===== config.mk =====
export PLATFORM = sky130hd
export DESIGN_NAME = onehot_scan_ctrl
export DESIGN_NICKNAME = d
export VERILOG_FILES = /design/src/rtl/scan_pkg.sv /design/src/rtl/scan_line_dec.sv /design/src/rtl/onehot_scan_ctrl.sv
export SDC_FILE = /design/constraint.sdc
export NUM_CORES = 1
export LEC_CHECK = 0
export BUFFER_PORTS_ARGS = -buffer_cell sky130_fd_sc_hd__clkbuf_2
export CORE_MARGIN = 2
export CORE_UTILIZATION = 59
export CTS_BUF_LIST = sky130_fd_sc_hd__clkbuf_2 sky130_fd_sc_hd__clkbuf_4 sky130_fd_sc_hd__clkbuf_8
export CTS_CLUSTER_SIZE = 24
export DETAILED_ROUTE_END_ITERATION = 12
export PLACE_DENSITY = 0.83
export SETUP_SLACK_MARGIN = 0.5
export SYNTH_ARGS = -nofsm -noshare
export SYNTH_HDL_FRONTEND = slang
export SYNTH_SLANG_ARGS = --single-unit

===== constraint.sdc =====
create_clock -name clk -period 5.1 [get_ports clk]
set_input_delay 1.53 -clock clk [delete_from_list [all_inputs] [get_ports clk]]
set_output_delay 1.53 -clock clk [all_outputs]
set_load 0.01 [all_outputs]

===== src/rtl/scan_pkg.sv =====
// ============================================================================
//  Module   : scan_pkg
//  Purpose  : Shared constants, FSM state encoding and Gray-code helper for
//             the one-hot line scan controller.
//  Revision : 1.0  initial release
// ============================================================================
`timescale 1ns/1ps
`default_nettype none

package scan_pkg;

   localparam int SEL_W   = 4;
   localparam int N_LINES = 16;

   typedef enum logic [1:0] {
      IDLE = 2'd0,
      SCAN = 2'd1,
      DONE = 2'd2
   } state_t;

   // Reflected binary Gray code of a line index
   function automatic logic [SEL_W-1:0] bin2gray(input logic [SEL_W-1:0] b);
      return b ^ (b >> 1);
   endfunction

endpackage : scan_pkg

`default_nettype wire


===== src/rtl/scan_line_dec.sv =====
// ============================================================================
//  Module   : scan_line_dec
//  Purpose  : Combinational 4-to-16 one-hot line decoder with enable.
//             Output is all-zero when disabled.
//  Revision : 1.0  initial release
// ============================================================================
`timescale 1ns/1ps
`default_nettype none

module scan_line_dec
   import scan_pkg::*;
(
   input  logic [SEL_W-1:0]   i_idx,
   input  logic               i_en,
   output logic [N_LINES-1:0] o_onehot
);

   // One comparator per line keeps the decode free of priority logic
   for (genvar i = 0; i < N_LINES; i++) begin : g_line
      assign o_onehot[i] = i_en && (i_idx == SEL_W'(i));
   end

endmodule : scan_line_dec

`default_nettype wire


===== src/rtl/onehot_scan_ctrl.sv =====
// ============================================================================
//  Module   : onehot_scan_ctrl
//  Purpose  : Steps a 4-bit line index through all 16 lines once per frame,
//             holding each enabled line's one-hot strobe for a programmable
//             dwell and skipping masked lines in a single cycle.
//  Options  : GRAY_ORDER_EN - visit lines in Gray-code order instead of
//             ascending order.
//  Revision : 1.0  initial release
// ============================================================================
`timescale 1ns/1ps
`default_nettype none

module onehot_scan_ctrl
   import scan_pkg::*;
#(
   parameter int DWELL_W = 8
)(
   input  logic               clk,
   input  logic               rst,
   input  logic               start,
   input  logic               stop,
   input  logic [N_LINES-1:0] mask,
   input  logic [DWELL_W-1:0] dwell,
   output logic [SEL_W-1:0]   sel_idx,
   output logic [SEL_W-1:0]   sel_gray,
   output logic [N_LINES-1:0] sel_onehot,
   output logic               line_valid,
   output logic               busy,
   output logic               frame_done
);

   localparam logic [DWELL_W-1:0] c_one      = DWELL_W'(1);
   localparam logic [SEL_W-1:0]   c_last_step = SEL_W'(N_LINES - 1);

   // Map the frame step counter onto the physical line visited
   function automatic logic [SEL_W-1:0] step_order(input logic [SEL_W-1:0] s);
`ifdef GRAY_ORDER_EN
      return bin2gray(s);
`else
      return s;
`endif
   endfunction

   state_t               r_state;
   logic [SEL_W-1:0]     r_step;
   logic [DWELL_W-1:0]   r_cnt;
   logic [N_LINES-1:0]   r_mask;
   logic [DWELL_W-1:0]   r_dwell;

   logic [SEL_W-1:0]     r_sel_idx;
   logic [SEL_W-1:0]     r_sel_gray;
   logic [N_LINES-1:0]   r_sel_onehot;
   logic                 r_line_valid;
   logic                 r_busy;
   logic                 r_frame_done;

   state_t               w_state_nxt;
   logic [SEL_W-1:0]     w_step_nxt;
   logic [DWELL_W-1:0]   w_cnt_nxt;
   logic [N_LINES-1:0]   w_mask_nxt;
   logic [DWELL_W-1:0]   w_dwell_nxt;
   logic [SEL_W-1:0]     w_cur_idx;
   logic                 w_line_en;
   logic                 w_line_end;

   logic [SEL_W-1:0]     w_idx_nxt;
   logic                 w_en_nxt;
   logic [N_LINES-1:0]   w_onehot_nxt;

   // The dwell counter runs 0..dwell_q-1, so a dwell of all-ones never wraps
   assign w_cur_idx  = step_order(r_step);
   assign w_line_en  = r_mask[w_cur_idx];
   assign w_line_end = !w_line_en || (r_cnt == (r_dwell - c_one));

   // Next-state, step/dwell counters and captured frame configuration
   always_comb begin
      w_state_nxt = r_state;
      w_step_nxt  = r_step;
      w_cnt_nxt   = r_cnt;
      w_mask_nxt  = r_mask;
      w_dwell_nxt = r_dwell;
      case (r_state)
         IDLE: begin
            if (start && !stop) begin
               w_state_nxt = SCAN;
               w_step_nxt  = '0;
               w_cnt_nxt   = '0;
               w_mask_nxt  = mask;
               w_dwell_nxt = (dwell == '0) ? c_one : dwell;
            end
         end
         SCAN: begin
            if (stop) begin
               w_state_nxt = IDLE;
               w_step_nxt  = '0;
               w_cnt_nxt   = '0;
               w_mask_nxt  = '0;
               w_dwell_nxt = '0;
            end else if (w_line_end) begin
               w_cnt_nxt = '0;
               if (r_step == c_last_step) begin
                  w_state_nxt = DONE;
                  w_step_nxt  = '0;
               end else begin
                  w_step_nxt = r_step + SEL_W'(1);
               end
            end else begin
               w_cnt_nxt = r_cnt + c_one;
            end
         end
         DONE: begin
            // Single-cycle state; start here is deliberately ignored
            w_state_nxt = IDLE;
            w_step_nxt  = '0;
            w_cnt_nxt   = '0;
            w_mask_nxt  = '0;
            w_dwell_nxt = '0;
         end
         default: begin
            w_state_nxt = IDLE;
            w_step_nxt  = '0;
            w_cnt_nxt   = '0;
            w_mask_nxt  = '0;
            w_dwell_nxt = '0;
         end
      endcase
   end

   // Outputs are derived from the next state so they register in step with it
   assign w_idx_nxt = (w_state_nxt == SCAN) ? step_order(w_step_nxt) : '0;
   assign w_en_nxt  = (w_state_nxt == SCAN) && w_mask_nxt[w_idx_nxt];

   scan_line_dec u_dec (
      .i_idx    (w_idx_nxt),
      .i_en     (w_en_nxt),
      .o_onehot (w_onehot_nxt)
   );

   // State, counters, captured configuration and registered outputs
   always_ff @(posedge clk) begin
      if (rst) begin
         r_state      <= IDLE;
         r_step       <= '0;
         r_cnt        <= '0;
         r_mask       <= '0;
         r_dwell      <= '0;
         r_sel_idx    <= '0;
         r_sel_gray   <= '0;
         r_sel_onehot <= '0;
         r_line_valid <= 1'b0;
         r_busy       <= 1'b0;
         r_frame_done <= 1'b0;
      end else begin
         r_state      <= w_state_nxt;
         r_step       <= w_step_nxt;
         r_cnt        <= w_cnt_nxt;
         r_mask       <= w_mask_nxt;
         r_dwell      <= w_dwell_nxt;
         r_sel_idx    <= w_idx_nxt;
         r_sel_gray   <= bin2gray(w_idx_nxt);
         r_sel_onehot <= w_onehot_nxt;
         r_line_valid <= w_en_nxt;
         r_busy       <= (w_state_nxt == SCAN);
         r_frame_done <= (w_state_nxt == DONE);
      end
   end

   assign sel_idx    = r_sel_idx;
   assign sel_gray   = r_sel_gray;
   assign sel_onehot = r_sel_onehot;
   assign line_valid = r_line_valid;
   assign busy       = r_busy;
   assign frame_done = r_frame_done;

endmodule : onehot_scan_ctrl

`default_nettype wire

Yosys cells after proc, flatten, opt, wreduce, memory -nomap -nowiden
Cells that the tools add are included.
{"block": "word_totals", "reg_bits": 65, "output_inout_bits": 27, "in_bits": 28, "elab_cells": 90}
{"block": "classes", "mux": 26, "addsub": 3, "bitwise_logic": 1, "magnitude_cmp": 2, "reduce_logical": 25, "eq_ne": 22}
{"op": "$mux 8", "count": 6}
{"op": "$eq 4x4->1 const B", "count": 9}
{"op": "$mux 16", "count": 2}
{"op": "$pmux 16 s2", "count": 1}
{"op": "$pmux 8 s2", "count": 2}
{"op": "$mux 4", "count": 5}
{"op": "$logic_and 1x1->1", "count": 18}
{"op": "$eq 4x3->1 const B", "count": 4}
{"op": "$lt 4x5->1 const B", "count": 2}
{"op": "$add 8x1->8 const B", "count": 1}
{"op": "$bmux 1 s4", "count": 2}
{"op": "$eq 4x2->1 const B", "count": 2}
{"op": "$eq 8x8->1", "count": 1}
{"op": "$logic_not 8->1", "count": 1}
{"op": "$mux 2", "count": 4}
{"op": "$pmux 4 s2", "count": 1}
{"op": "$sub 8x1->8 const B", "count": 1}
{"op": "$add 4x1->4 const B", "count": 1}
{"op": "$eq 2x1->1 const B", "count": 2}
{"op": "$eq 4x1->1 const B", "count": 1}
{"op": "$logic_not 4->1", "count": 1}
{"op": "$ne 2x2->1 const B", "count": 2}
{"op": "$pmux 2 s2", "count": 1}
{"op": "$xor 4x3->4", "count": 1}
{"op": "other kinds (6)", "count": 8}

Logic depth before layout (Yosys ltp)
Gate-level depths: netlist (run 1).
{"block": "logic_depth", "ltp_word": 13, "mapped_depth": 18, "mapped_depth_nobuf": 14}

Modules after synthesis
Synthesis (run 1) repeated with hierarchy kept, for this count alone.
{"block": "unflattened", "hier_cells": 393, "area_unflattened_um2": 3433.3}
{"module": "onehot_scan_ctrl", "seq_area_each_um2": 1281.2, "cells_each": 370, "instances": 1, "area_each_um2": 3315.7}
{"module": "scan_line_dec", "seq_area_each_um2": 0.0, "cells_each": 23, "instances": 1, "area_each_um2": 117.6}

Least setup slack after synthesis (run 1)
OpenSTA, ideal clock, no wires.
{"block": "synth_timing", "kind": "input-to-reg", "from": "input port stop", "to": "register r_sel_onehot[6], in the netlist sel_onehot[6]", "arrival_time_ns": 3.974, "required_time_ns": 5.025, "path_buffers": 4, "path_slack_ns": 1.051, "setup_time_ns": 0.075, "stages": 11, "cell_sequence": "clkbuf_1 > nor2b_1 > nor3b_1 > buf_2 > buf_1 > a22o_1 > a21oi_1 > a2111oi_0 > a211oi_2 > buf_4 > o22ai_1"}
{"block": "synth_between", "elab_chain_len": 10, "word_cells_on_any_way": 18, "cone_classes": "eq/ne (2); mux (12); reduce/logical (4)"}
{"element": "from (decl)", "line": "onehot_scan_ctrl.sv:21", "source": "input logic stop,"}
{"element": "$logic_not 1->1", "line": "onehot_scan_ctrl.sv:84", "source": "if (start && !stop) begin"}
{"element": "$logic_and 1x1->1", "line": "onehot_scan_ctrl.sv:84"}
{"element": "$mux 2", "line": "onehot_scan_ctrl.sv:84"}
{"element": "$pmux 2 s2", "line": "onehot_scan_ctrl.sv:82", "source": "case (r_state)"}
{"element": "$eq 2x1->1", "line": "onehot_scan_ctrl.sv:130, onehot_scan_ctrl.sv:131"}
{"element": "$mux 4", "line": "onehot_scan_ctrl.sv:130", "source": "assign w_idx_nxt = (w_state_nxt == SCAN) ? step_order(w_step_nxt) : '0;"}
{"element": "$bmux 1 s4", "line": "onehot_scan_ctrl.sv:131", "source": "assign w_en_nxt = (w_state_nxt == SCAN) && w_mask_nxt[w_idx_nxt];"}
{"element": "$mux 1 (not written as such)", "line": "onehot_scan_ctrl.sv:131"}
{"element": "$logic_and 1x1->1", "line": "onehot_scan_ctrl.sv:131"}
{"element": "$logic_and 1x1->1 (*)", "line": "scan_line_dec.sv:20", "source": "assign o_onehot[i] = i_en && (i_idx == SEL_W'(i));"}
{"element": "to (signal assigned)", "line": "onehot_scan_ctrl.sv:161", "source": "r_sel_onehot <= w_onehot_nxt;"}
{"element": "to (decl)", "line": "onehot_scan_ctrl.sv:52", "source": "logic [N_LINES-1:0] r_sel_onehot;"}
Mark *: on every way between the ends. The rest lies on a longest branch, timed or not. The select of a mux whose other input is x is not followed.
A chain may end at the register's enable or synchronous reset.

Worst setup path after layout (run 1)
{"block": "layout_timing", "from": "input port stop", "to": "register r_sel_onehot[13], in the netlist sel_onehot[13]"}
The elaborated chain is that of the path after synthesis.

==> results of run 1 <==
## sequential cells by signal, indices dropped and copies added, names as in the netlist
| name | cells |
|---|---|
| sel_onehot | 16 |
| r_state | 2 |
| sel_gray | 3 |
| line_valid | 1 |
| busy | 1 |
| r_mask | 16 |
| r_step | 4 |
| sel_idx | 4 |
| frame_done | 1 |
| r_dwell | 8 |
| r_cnt | 8 |
## worst min-delay path by stage
stage                                  to                   from  cells after the start  slack (ns)
floorplan           r_cnt[7]$_SDFFE_PP0P_  r_cnt[7]$_SDFFE_PP0P_                      2        0.47
CTS                 r_cnt[7]$_SDFFE_PP0P_  r_cnt[7]$_SDFFE_PP0P_                      2        0.51
global route        r_cnt[7]$_SDFFE_PP0P_  r_cnt[7]$_SDFFE_PP0P_                      2        0.57
detailed placement  r_cnt[7]$_SDFFE_PP0P_  r_cnt[7]$_SDFFE_PP0P_                      2        0.50
global placement    r_cnt[7]$_SDFFE_PP0P_  r_cnt[7]$_SDFFE_PP0P_                      2        0.50
finish              r_cnt[7]$_SDFFE_PP0P_  r_cnt[7]$_SDFFE_PP0P_                      2        0.51
## cell type report
| class | instances | area [um^2] |
|---|---|---|
| Clock buffer | 10 | 137.6 |
| Clock inverter | 6 | 67.56 |
| Fill cell | 450 | 1866 |
| Inverter | 14 | 52.55 |
| Multi-Input combinational cell | 299 | 2037 |
| Sequential cell | 64 | 1281 |
| Tap cell | 75 | 93.84 |
| Timing Repair Buffer | 60 | 315.3 |
## worst min-delay path, delay by kind of cell (launching register included)
family | cells | cell delay (ns)
AO/OA/AOI/OAI | 2 | 0.13
flip-flops | 1 | 0.33
## cell usage in the layout, fill, tap and decap left out, drive strengths merged, types with 3 or more instances in the layout
cell and count:
or3 3, and3 7, nor2 46, o22ai 17, o21ai 14, a2111oi 3
buf 6, nand2b 9, xor2 3, a211oi 5, nor2b 8, nand2 21
a21oi 21, o21a 3, mux2 5, a22o 5, clkbuf 64, nand3b 4
a22oi 20, xnor2 8, nor3 11, ha 11, inv 15, mux4 5
nand3 40, dfxtp 64, nor4 4
## cell families after synthesis
| logic type | share of synthesized area |
|---|---|
| adders and majority gates | 0.03906 |
| xor gates and xnor gates | 0.02735 |
| DFF | 0.3636 |
| muxes | 0.05078 |
| buffers and inverters | 0.06250 |
| and+or+nand+nor | 0.2322 |
| AOI/OAI and AO/OA | 0.2244 |
## metrics by stage
step / utilization / std cells / cell area (um^2) / hold slack [ns] / setup slack [ns]
6_report: 0.6811 / 528 / 3985 / 0.5139 / 1.127
5_1_grt: 0.6811 / 528 / 3985 / 0.5653 / 0.8347
4_1_cts: 0.6803 / 528 / 3980 / 0.5126 / 0.7539
3_5_place_dp: 0.6452 / 512 / 3775 / 0.5032 / 0.4387
3_3_place_gp: 0.6452 / 512 / 3775 / 0.5036 / 0.5410
2_1_floorplan: - / 414 / 3523 / 0.4697 / 1.051
## power groups by stage
stage                     registers (mW)  clock network, mW  logic [mW]
after CTS                          0.522              0.458       0.116
after detailed placement           0.533                  0       0.115
final                              0.522              0.453       0.117
after global placement             0.533                  0       0.112
after global routing               0.523              0.477       0.129
after floorplan                    0.528                  0      0.0868
## per-layer routing
| metal | vias up | GRT usage | routed length (um) |
|---|---|---|---|
| met5 | - | 0 | 0 |
| li1 | 1556 | - | - |
| met2 | 122 | 0.4467 | 4243 |
| met3 | 29 | 0.04556 | 422 |
| met1 | 1551 | 0.3542 | 3598 |
| met4 | 0 | 0.1661 | 303 |
==> impl_results.md, run 1 <==
- Clock Latency Late Sink: 0.36 ns
- I/O pin count: 55
- Cell Area, Synth: 0.003523 mm^2
- Starting Density: 0.6022
- Unrepaired setup endpoints after global routing: false
- Relative max-transition margin: 0.4413
- IO buf count: 54
- P&R area growth vs syn: 13.10%
- Worst IR Drop VDD: 0.0001804 V
- Slew @ Worst Pin: 0.8381 ns
- Status: finished clean
- Drt first-iter violations: 253
- Root Driver: clkbuf_8
- Reg power frac: 0.478
- CTS tree: yes
- Setup violations, final: 0
- Critical Path Stages: 9
- Gr usage total: 0.2796
- Yosys reg bits: 64
- Hold buffer count at CTS: 0
- WS Path Type: in2reg
- CP Cell Sequence: clkbuf_2, nor2b_1, nor3_2, a22o_1, a21oi_4, nand2_4, mux2_1, mux4_2, o22ai_2
- CP Capture Point: sel_onehot[13]$_SDFF_PP0_
- DR pass1 iterations: 5
- Critical path's slowest cell: mux4_2
- WP buf/inv: 1
- Share of cells above drive strength 1: 0.2296
- Post-Syn Instances: 414
- Vias/cell: 6.170
- Final min period: 3.973 ns
- Yosys top cell area share: 0.3636
- Cell with the most instances after synthesis: dfxtp_1
- Post_cts resized: 0
- Routed WL: 8567 um
- TritonCTS Buffers: 9
- Detail Placement HPWL: 5976 um
- Die Width: 81.28 um
- Critical path's top delay family: multiplexers
- Critical Path Sink Type: flip-flop
- Net count, final: 487
- CP startpoint: stop
- RePlAce Congestion: 0.9366
- Worst-path clk slew: 0.07 ns
- Clk sinks: 64
- Combinational share of power: 0.107
- Commonest cells post-synth: dfxtp_1 (64), nor2_1 (46), nand3_1 (40)
- Final Max Slew Viols: 0
- Psw: 0.2938 mW
- Syn nets: 453
- Rows: 28
- Diode count: 0
- CP max stage delay: 0.70 ns
- Top_reg_cell synth: dfxtp_1
- Switching Fraction: 0.2691
- Synth area leaders: dfxtp_1 (36%), nand3_1 (5.7%), nor2_1 (4.9%), a22oi_1 (4.3%), ha_1 (3.9%)
- FF-to-FF path depth: 12
- CTS max path bufs: 2
- Leak: 1.538 nW
- Number of max-cap violations: 0
- Final period utilization: 0.7791
- Die outline area: 0.006606 mm^2
- Core Area: 0.005851 mm^2
- DR DRC count: 0
- Die span in y: 81.28 um
- Min-Delay Path Class: reg2reg
- Largest net degree at the start of global routing: 42
- CP max FO: 17
- Setup Fix Bufs, Post-CTS: 0
- RR Startpoint: r_dwell[0]$_SDFFE_PP0P_
- Unique masters post-synth: 58
- Initial antenna violation count: 0
- P_int: 0.7979 mW
- Pwr dens: 273.9 mW/mm^2
- CTS HTree Levels: 3
- Synth area leader: dfxtp_1
- Worst Skew: 0.01175 ns
- Yosys warning total: 0
- Hold Violations, Final: 0
- Total gr overflow: 0
- CP arrival: 4.25 ns
- Async S/R FF share, synth: 0
- Setup tns final: 0 ns
- Fmax: 251.7 MHz
- Worst Path Required: 5.38 ns
- Total chip power: 1.092 mW
- Sequential share of the synthesized area: 0.3636
- Part of the power in the clock network: 0.415
- Reg-to-Reg End: sel_onehot[13]$_SDFF_PP0_
- Global-route wire length before repair: 14220 um
- Reg2reg setup slack: 1.43 ns
- Vias: 3258
- Post-synthesis average cell area: 8.511 um^2
- Worst setup SP type: primary input
- ANT nets after route: 0
- Vias in the first global route: 3073
- Post-synth EDFFs: 0
- Routed WL per cell: 16.23 um
(Power assumes the default switching activity.)
==> run 2: changes to the inputs <==
- ABC_AREA: unset -> 1
- CORE_UTILIZATION: 59 -> 58
- PLACE_DENSITY: 0.83 -> 0.82
- clock period: 5.1 -> 3.7 ns (I/O delays scaled with it)
==> run 2 against run 1 <==
Global-route usage is 3.4 points lower. Die area is 7.6% lower. Core utilization rose by 2.6 points. Routed wire length fell by 15%. Area after synthesis fell by 9.6%. Synthesized cell count increased by 4.8%. Critical path depth up 5. Clock skew decreased by 0.0052 ns. First-iteration DRC count shrank 34%. Design area shrank 7.7%. Via count is 9.0% lower. Clock power is 18% higher. Largest power group unchanged.
==> impl_results.md, run 2 <==
- Critical path's top delay family: simple AND/OR/NAND/NOR gates (was multiplexers)
- Worst setup SP type: primary input (unchanged)
- Most frequent cells in the layout: nand2_1 (118), dfxtp_1 (64), clkbuf_2 (54) (was dfxtp_1 (64), clkbuf_2 (54), nor2_1 (46))
- DR DRC count: 0 (unchanged)
- Post-Syn Instances: 434 (was 414)
- CP arrival: 3.12 ns (was 4.25 ns)
- Slew @ Worst Pin: 0.5092 ns (was 0.8381 ns)
- Total gr overflow: 0 (unchanged)
- Vias: 2965 (was 3258)
- Synth area leaders: dfxtp_1 (40%), nand2_1 (14%), nor2_1 (5.9%), inv_1 (5.2%), a21oi_1 (4.6%) (was dfxtp_1 (36%), nand3_1 (5.7%), nor2_1 (4.9%), a22oi_1 (4.3%), ha_1 (3.9%))
- Vias/cell: 5.248 (was 6.170)
- Cell Area, Synth: 0.003186 mm^2 (was 0.003523 mm^2)
- I/O pin count: 55 (unchanged)
- Worst Path Required: 3.98 ns (was 5.38 ns)
- Die outline area: 0.006101 mm^2 (was 0.006606 mm^2)
- Leak: 1.779 nW (was 1.538 nW)
- DP Worst Slack: 0.4860 ns (was 0.4387 ns)
- Diode count: 0 (unchanged)
- Vias in the first global route: 2608 (was 3073)
- IO buf count: 54 (unchanged)
- Critical path's slowest cell: clkinv_1 (was mux4_2)
- ANT nets after route: 0 (unchanged)
- WS Path Type: in2reg (unchanged)
- Die Width: 78.11 um (was 81.28 um)
- GR Layer Usage met3: 0.05632 (was 0.04556)
- Synth area leader: dfxtp_1 (unchanged)
- Setup tns final: 0 ns (unchanged)
- WP buf/inv: 4 (was 1)
- Worst Skew: 0.006567 ns (was 0.01175 ns)
- RePlAce Congestion: 0.8849 (was 0.9366)
- Sequential share of the synthesized area: 0.4022 (was 0.3636)
- Rows: 26 (was 28)
- Pwr dens: 380.6 mW/mm^2 (was 273.9 mW/mm^2)
- Global-route wire length before repair: 11820 um (was 14220 um)
- Unrepaired setup endpoints after global routing: false (unchanged)
- CTS tree: yes (unchanged)
- Drt first-iter violations: 166 (was 253)
- Global routing's busiest layer: met2 (unchanged)
- Share of cells above drive strength 1: 0.2222 (was 0.2296)
- Met1 Use GR: 0.3058 (was 0.3542)
- Most frequent CP cell: nand2_1
- Grt met2 use: 0.4172 (was 0.4467)
- CP max stage delay: 0.34 ns (was 0.70 ns)
- Net count, final: 529 (was 487)
- CTS HTree Levels: 3 (unchanged)
- Number of max-cap violations: 0 (unchanged)
- Core Area: 0.005205 mm^2 (was 0.005851 mm^2)
- CTS max path bufs: 2 (unchanged)
- Syn nets: 473 (was 453)
- Routed WL per cell: 12.86 um (was 16.23 um)
- Total chip power: 1.400 mW (was 1.092 mW)
- Routed WL: 7264 um (was 8567 um)
- Worst IR Drop VDD: 0.0002734 V (was 0.0001804 V)
- Setup violations, final: 0 (unchanged)
- Critical Path Sink Type: flip-flop (unchanged)
- Yosys top cell area share: 0.4022 (was 0.3636)
- Gr usage total: 0.2458 (was 0.2796)
- Cell with the most instances after synthesis: nand2_1 (was dfxtp_1)
- Clk sinks: 64 (unchanged)
- P&R area growth vs syn: 15.48% (was 13.10%)
- Starting Density: 0.6120 (was 0.6022)
- Async S/R FF share, synth: 0 (unchanged)
- Root Driver: clkbuf_8 (unchanged)
- Final Max Slew Viols: 0 (unchanged)
- Min-Delay Path Class: reg2reg (unchanged)
- CP Cell Sequence: clkbuf_2, inv_1, nand2_1, nand2_1, clkinv_1, nand2_1, nand2_1, nand2_4, inv_4, nand3_1, nand3_1, nand2_1, nand2_2, a21oi_2 (was clkbuf_2, nor2b_1, nor3_2, a22o_1, a21oi_4, nand2_4, mux2_1, mux4_2, o22ai_2)
- Post-synth EDFFs: 0 (unchanged)
- Commonest non-fill, non-tap cell in the layout: nand2_1 (was dfxtp_1)
- Final min period: 2.841 ns
- Relative max-transition margin: 0.6593 (was 0.4413)
- Worst-path clk slew: 0.07 ns (about the same)
- Top_reg_cell synth: dfxtp_1 (unchanged)
- Unique masters post-synth: 36 (was 58)
- Die span in y: 78.11 um (was 81.28 um)
- Commonest cells post-synth: nand2_1 (119), dfxtp_1 (64), nor2_1 (50) (was dfxtp_1 (64), nor2_1 (46), nand3_1 (40))
- Hold Violations, Final: 0 (unchanged)
- CP max FO: 17 (unchanged)
- Fin util: 0.7067 (was 0.6811)
- Yosys warning total: 0 (unchanged)
- Yosys reg bits: 64 (unchanged)
- Status: finished clean (unchanged)
- TritonCTS Buffers: 9 (unchanged)
- Detail Placement HPWL: 5304 um (was 5976 um)
- Initial antenna violation count: 0 (unchanged)
- Largest net degree at the start of global routing: 32 (was 42)
- Clock Latency Late Sink: 0.34 ns (was 0.36 ns)
- Final period utilization: 0.7677
- Post-synthesis average cell area: 7.340 um^2 (was 8.511 um^2)
- Fmax: 352.0 MHz
- DR pass1 iterations: 5 (unchanged)
- Setup WS post-layout: 0.8595 ns (was 1.127 ns)
-- run 2: cell type report --
class                      instances  area (um^2)
multi-input combinational        305         1630
fill                             434         1526
sequential                        64         1281
tap                               70        87.58
clock buffer                      11        145.1
clock inverter                     5        32.53
inverter                          51        193.9
timing repair buffer              59        307.8
-- run 2: timing repair --
item,CTS,global route
setup buffers,0,2
hold buffers,0,0
endpoints found under the setup margin,0,17
gates resized for setup,0,1
-- run 2: worst paths after layout --
path	start	to	slack (ns)	cells past startpoint
worst max-delay path	stop	sel_onehot[9]$_SDFF_PP0_	0.86	14
worst min-delay path	r_cnt[7]$_SDFFE_PP0P_	r_cnt[7]$_SDFFE_PP0P_	0.49	2
worst max register to register	r_step[0]$_SDFF_PP0_	sel_onehot[2]$_SDFF_PP0_	0.87	18
worst min register to register	r_cnt[7]$_SDFFE_PP0P_	r_cnt[7]$_SDFFE_PP0P_	0.49	2
-- run 2: logic make-up (layout without fill, tap and decap cells) --
logic type | Yosys count | after routing | share of synthesized area
fa+ha+maj | 11 | 11 | 0.04320
simple gates | 217 | 217 | 0.2981
flops | 64 | 64 | 0.4022
buf+inv | 65 | 126 | 0.08680
compound gates | 68 | 68 | 0.1379
xor+xnor | 9 | 9 | 0.03182
-- run 2: worst register-to-register path, cell delays in order, from the launching register on --
cell and delay, ns:
dfxtp_1 0.64, inv_2 0.19, nor2_1 0.13, nor2_1 0.05
o21ai_0 0.07, o211ai_1 0.12, nor2_1 0.20, nor2_4 0.07
nand2_4 0.12, nand2_1 0.06, nand4_1 0.11, buf_4 0.19
nand2_1 0.06, nand2_1 0.07, nand2_1 0.05, nand3_1 0.06
nand2_1 0.06, nand2_2 0.31, a21oi_1 0.12
-- run 2: layer usage --
layer	vias to the layer above	routed length, um
li1	1497	-
met1	1366	3129
met2	90	3585
met3	12	433
met4	0	116
met5	-	0
-- run 2: power by group --
group	total (mW)	leakage (nW)	switching, mW	internal [mW]
clock	0.536	0.0848	0.270	0.266
combinational	0.150	1.18	0.0942	0.0557
sequential	0.714	0.518	0.0113	0.703
-- run 2: stage by stage --
step           cell area (um^2)  cells  hold WS (ns)
2_1_floorplan              3186    434        0.4414
3_3_place_gp               3483    547        0.4546
3_5_place_dp               3483    547        0.4762
4_1_cts                    3661    563        0.4866
5_1_grt                    3679    565        0.5144
6_report                   3679    565        0.4859
